## config.mk

```make
export PLATFORM = sky130hd
export DESIGN_NAME = ram_stream_reader
export DESIGN_NICKNAME = d
export VERILOG_FILES = /design/src/rtl/ram_stream_reader.sv
export SDC_FILE = /design/constraint.sdc
export NUM_CORES = 1
export LEC_CHECK = 0
export CORE_ASPECT_RATIO = 0.5
export CORE_MARGIN = 4
export CORE_UTILIZATION = 26
export CTS_CLUSTER_DIAMETER = 120
export CTS_CLUSTER_SIZE = 25
export DETAILED_ROUTE_END_ITERATION = 8
export PLACE_DENSITY = 0.56
export SKIP_LAST_GASP = 1
export SLEW_MARGIN = 20
export SYNTH_ARGS = -nofsm -noshare
export SYNTH_HDL_FRONTEND = slang
export SYNTH_SLANG_ARGS = --single-unit
```

## constraint.sdc

```tcl
create_clock -name clk -period 6.66 [get_ports clk]
set_clock_uncertainty 0.2 [all_clocks]
set_input_delay 0.666 -clock clk [delete_from_list [all_inputs] [get_ports clk]]
set_output_delay 0.666 -clock clk [all_outputs]
set_load 0.03 [all_outputs]
```

## src/rtl/ram_stream_reader.sv

```systemverilog
// rtl/ram_stream_reader.sv - streams a contiguous RAM region out over a valid/ready port
module ram_stream_reader #(
    parameter int DATA_WIDTH = 8,
    parameter int ADDR_WIDTH = 12
) (
    input  logic                  clk,
    input  logic                  reset_n,
    input  logic                  start,
    input  logic [ADDR_WIDTH-1:0] start_addr,
    input  logic [ADDR_WIDTH:0]   length,
    output logic                  busy,
    output logic                  done,
    output logic [ADDR_WIDTH-1:0] ram_addr_r,
    input  logic [DATA_WIDTH-1:0] ram_data_out,
    output logic [DATA_WIDTH-1:0] m_data,
    output logic                  m_valid,
    input  logic                  m_ready,
    output logic                  m_last
);

    typedef enum logic [1:0] {IDLE, RUN, DRAIN} state_t;

    localparam logic [ADDR_WIDTH-1:0] ADDR_ONE = 1;
    localparam logic [ADDR_WIDTH:0]   LEN_ONE  = 1;

    state_t                 state;
    state_t                 state_nx;
    logic [ADDR_WIDTH:0]    rem;          // reads still to be issued
    logic                   rd_pend;      // a read was issued last cycle; its data is on ram_data_out now
    logic                   rd_pend_last; // that read was the final one of the transfer
    logic [1:0]             buf_cnt;      // words held: m_data is the head, buf1 the second slot
    logic                   head_last;
    logic [DATA_WIDTH-1:0]  buf1_data;
    logic                   buf1_last;
    logic                   pop;
    logic                   issue;
    logic                   accept;
    logic [2:0]             occupancy;

    assign busy    = (state != IDLE);
    assign m_valid = (buf_cnt != 2'd0);
    assign m_last  = m_valid & head_last;
    assign pop     = m_valid & m_ready;

    // Reads already in flight reserve a buffer slot, so the buffer can never overflow.
    assign occupancy = {1'b0, buf_cnt} + {2'b00, rd_pend} - {2'b00, pop};

    // Next-state and read-issue decision
    always_comb begin
        state_nx = state;
        issue    = 1'b0;
        accept   = 1'b0;
        case (state)
            IDLE: begin
                if (start && (length != '0)) begin
                    accept   = 1'b1;
                    state_nx = RUN;
                end
            end
            RUN: begin
                issue = (occupancy < 3'd2);
                if (issue && (rem == LEN_ONE)) begin
                    state_nx = DRAIN;
                end
            end
            DRAIN: begin
                if (pop && head_last) begin
                    state_nx = IDLE;
                end
            end
            default: state_nx = IDLE;
        endcase
    end

    // State, address generation, completion pulse and the two-entry output buffer
    always_ff @(posedge clk) begin
        if (!reset_n) begin
            state        <= IDLE;
            done         <= 1'b0;
            ram_addr_r   <= '0;
            rem          <= '0;
            rd_pend      <= 1'b0;
            rd_pend_last <= 1'b0;
            buf_cnt      <= 2'd0;
            m_data       <= '0;
            head_last    <= 1'b0;
            buf1_data    <= '0;
            buf1_last    <= 1'b0;
        end else begin
            state <= state_nx;
            done  <= ((state == DRAIN) && pop && head_last) ||
                     ((state == IDLE) && start && (length == '0));

            if (accept) begin
                ram_addr_r <= start_addr;
                rem        <= length;
            end else if (issue) begin
                ram_addr_r <= ram_addr_r + ADDR_ONE;
                rem        <= rem - LEN_ONE;
            end

            rd_pend      <= issue;
            rd_pend_last <= issue && (rem == LEN_ONE);

            case ({rd_pend, pop})
                2'b10: begin
                    if (buf_cnt == 2'd0) begin
                        m_data    <= ram_data_out;
                        head_last <= rd_pend_last;
                    end else begin
                        buf1_data <= ram_data_out;
                        buf1_last <= rd_pend_last;
                    end
                    buf_cnt <= buf_cnt + 2'd1;
                end
                2'b01: begin
                    m_data    <= buf1_data;
                    head_last <= buf1_last;
                    buf_cnt   <= buf_cnt - 2'd1;
                end
                2'b11: begin
                    if (buf_cnt == 2'd1) begin
                        m_data    <= ram_data_out;
                        head_last <= rd_pend_last;
                    end else begin
                        m_data    <= buf1_data;
                        head_last <= buf1_last;
                        buf1_data <= ram_data_out;
                        buf1_last <= rd_pend_last;
                    end
                end
                default: begin
                end
            endcase
        end
    end

endmodule

```

==> flow_metrics.env <==
export IMPL_seqPwrFrac=0.328
export IMPL_grt_usage=0.1187
export IMPL_slew_headroom=0.4190
export IMPL_start_util=0.2707
export IMPL_die_h_um=78.71
export IMPL_status="finished, final reports clean"
export IMPL_dieWidth_um=149.4
export IMPL_initialDrtViolationCount=165
export IMPL_maxSlewViolCount=0
export IMPL_clock_latency_ns=0.29
export IMPL_worstSetupEndpointType="register"
export IMPL_first_pass_iters=4
export IMPL_worst_setup_path_start_kind="input pin"
export IMPL_critPathMaxFanout=15
export IMPL_switching_power_uw=496.3
export IMPL_synth_main_ff_cell="dfxtp_1"
export IMPL_clockBufferDepth=2
export IMPL_synth_seq_cells=50
export IMPL_viasPerCell=4.869
export IMPL_synth_warning_count=0
export IMPL_synth_yosys_seq_area_share=0.3850
export IMPL_worstMarginPinSlew_ns=0.8710
export IMPL_cts_buffers=5
export IMPL_gr_total_overflow=0
export IMPL_dp_final_hpwl_um=5122
export IMPL_rsz0062_at_grt="no"
export IMPL_clockRootBuffer="clkbuf_16"
export IMPL_n_antenna_cell=0
export IMPL_comb_power_share=0.442
export IMPL_synth_area_top_cells="dfxtp_1 38%, nor2_1 5.6%, a21oi_1 3.8%"
export IMPL_layout_drive_gt1_share=0.07182
export IMPL_antenna_found_initial=0
export IMPL_htreeDepth=2
export IMPL_gp_congestion=0.7864
export IMPL_worstSetupPathType="input pin to register"
export IMPL_nNetsFinal=406
export IMPL_post_cts_setup_buffer_count=0
export IMPL_switching_share=0.3943
export IMPL_hp_class="register to register"
export IMPL_fmax_mhz=281.8
export IMPL_syn_to_final_growth_pct=33.78
export IMPL_yosys_area_top_type_share=0.3850
export IMPL_cts_hold_buf=0
export IMPL_ant_nets=0
export IMPL_cell_internal_pwr_uw=762.5
export IMPL_core_area_mm2=0.009603
export IMPL_worstPathArrival_ns=3.51
export IMPL_min_period_ns=3.548
export IMPL_cts_resized=0
export IMPL_synth_edf_count=0
export IMPL_wl_um=7013
export IMPL_syn_nets=351
export IMPL_pwr_share_clk=0.230
export IMPL_post_drt_wl_per_cell_um=14.11
export IMPL_maxCapViolCount=0
export IMPL_grt_max_degree=23
export IMPL_synthArstFlopShare=0
export IMPL_cts_tree="built"
export IMPL_final_util=0.3622
export IMPL_seq_area_mm2=0.001001
export IMPL_netlist_area_mm2=0.002600
export IMPL_vias=2420
export IMPL_hold_viol=0
export IMPL_multi_input_area_mm2=0.001471
export IMPL_finalPower_uw=1259
export IMPL_grt_pass1_wl_um=11330
export IMPL_rows=25
export IMPL_ios=61
export IMPL_cts_num_sinks=50
export IMPL_leakagePower_uw=0.001229
export IMPL_synth_top_cell_by_area="dfxtp_1"
export IMPL_ys_types=56
export IMPL_ys_top_cells_by_count="50 x dfxtp_1, 39 x nor2_1, 23 x nand2_1"
export IMPL_min_period_over_period=0.5328
export IMPL_vdd_drop_max_uv=133.1
export IMPL_crit_required_ns=6.62
export IMPL_drc_errors=0
export IMPL_yosys_cell_count_top_type="dfxtp_1"
export IMPL_grt_pass1_vias=2224
export IMPL_synthCells=306
export IMPL_hold_worst_slack_ns=0.2928
export IMPL_finalSetupViolations=0
export IMPL_syn_avg_cell_area_um2=8.497
export IMPL_clk_pin_slew_ns=0.07
export IMPL_fin_setup_tns_ns=0
export IMPL_io_buffers=60
export IMPL_die_area_mm2=0.01176
export IMPL_fillCellCount=1013
export IMPL_power_density_mw_per_mm2=361.9
-- final timing paths --
kind              cells after the start    startpoint  slack [ns]       endpoint
setup / recovery                     10       m_ready        3.11  ram_addr_r[4]
hold / removal                        2  buf1_data[0]        0.29   buf1_data[0]
setup reg to reg                     11    buf_cnt[1]        3.15  ram_addr_r[4]
hold reg to reg                       2  buf1_data[0]        0.29   buf1_data[0]
-- logic make-up (layout without fill, tap and decap cells) --
group                    count (synthesis)  after routing  share of synthesized area
multiplexers                             9              9                    0.03465
flip-flops                              50             50                     0.3850
AND/OR/NAND/NOR                        125            125                     0.2478
adder cells (fa/ha/maj)                  8              8                    0.04138
XOR/XNOR                                 4              4                    0.01637
AO/OA/AOI/OAI                           83             83                     0.2257
buffers and inverters                   27             83                    0.04909
-- per-layer routing --
| metal | wire [µm] | track usage | vias up |
|---|---|---|---|
| met5 | 0 | 0 | - |
| met4 | 53 | 0.02648 | 0 |
| met3 | 233 | 0.02737 | 4 |
| met2 | 3297 | 0.1946 | 40 |
| met1 | 3430 | 0.1600 | 1131 |
| li1 | - | - | 1245 |
-- layout make-up --
cell class,instances,area share
Inverter,11,0.01187
Multi-Input combinational cell,229,0.4230
Clock buffer,5,0.03597
Sequential cell,50,0.2878
Timing Repair Buffer,64,0.1813
Tap cell,135,0.04856
Clock inverter,3,0.01151
-- per-stage QoR --
step                      setup WS (ns)  area [µm²]  cells
after global routing              2.781        3478    497
after detailed placement          2.793        3313    489
after floorplan                   3.623        2600    306
after global placement            2.856        3313    489
final                             3.112        3478    497
after CTS                         3.089        3478    497
-- registers in the layout (all words and copies together), names as in the netlist --
name,flops
rem,13
buf1_last,1
head_last,1
rd_pend,1
buf1_data,8
rd_pend_last,1
done,1
m_data,8
ram_addr_r,12
buf_cnt,2
state,2
-- worst max-delay path: stages --
cell and delay [ns]:
clkdlybuf4s50_1 0.49, nand2b_1 0.13, nor2_1 0.18, o21ai_0 0.13, fa_1 0.52, and3b_1 0.29
and2_1 0.57, a21oi_4 0.14, a211oi_1 0.28, a21oi_1 0.09
-- placed cells by master (no fill, tap or decap), drive strengths merged, types with 3 or more instances in the layout --
master | Yosys | routed
clkdlybuf4s50 | 0 | 60
dfxtp | 50 | 50
nor2 | 39 | 39
nand2 | 23 | 23
a21oi | 23 | 23
a211oi | 12 | 12
nand3 | 11 | 11
inv | 10 | 10
a22oi | 10 | 10
mux2i | 9 | 9
nor3 | 9 | 9
nand4 | 9 | 9
o21ai | 9 | 9
and3 | 8 | 8
ha | 7 | 7
nor4 | 6 | 6
clkbuf | 7 | 5
and2 | 5 | 5
or2 | 4 | 4
a31oi | 4 | 4
buf | 9 | 4
a32oi | 3 | 3
o311ai | 3 | 3
a221oi | 3 | 3
o31a | 3 | 3
a2bb2oi | 3 | 3
nor3b | 3 | 3
clkinv | 1 | 3
-- power groups by stage --
stage	Combinational, µW	Clock, µW	Sequential [µW]
floorplan	346	0	466
global placement	558	0	420
detailed placement	561	0	420
CTS	563	300	413
global route	620	316	424
finish	557	289	413
Note: power is estimated with default switching activity, not from simulation.
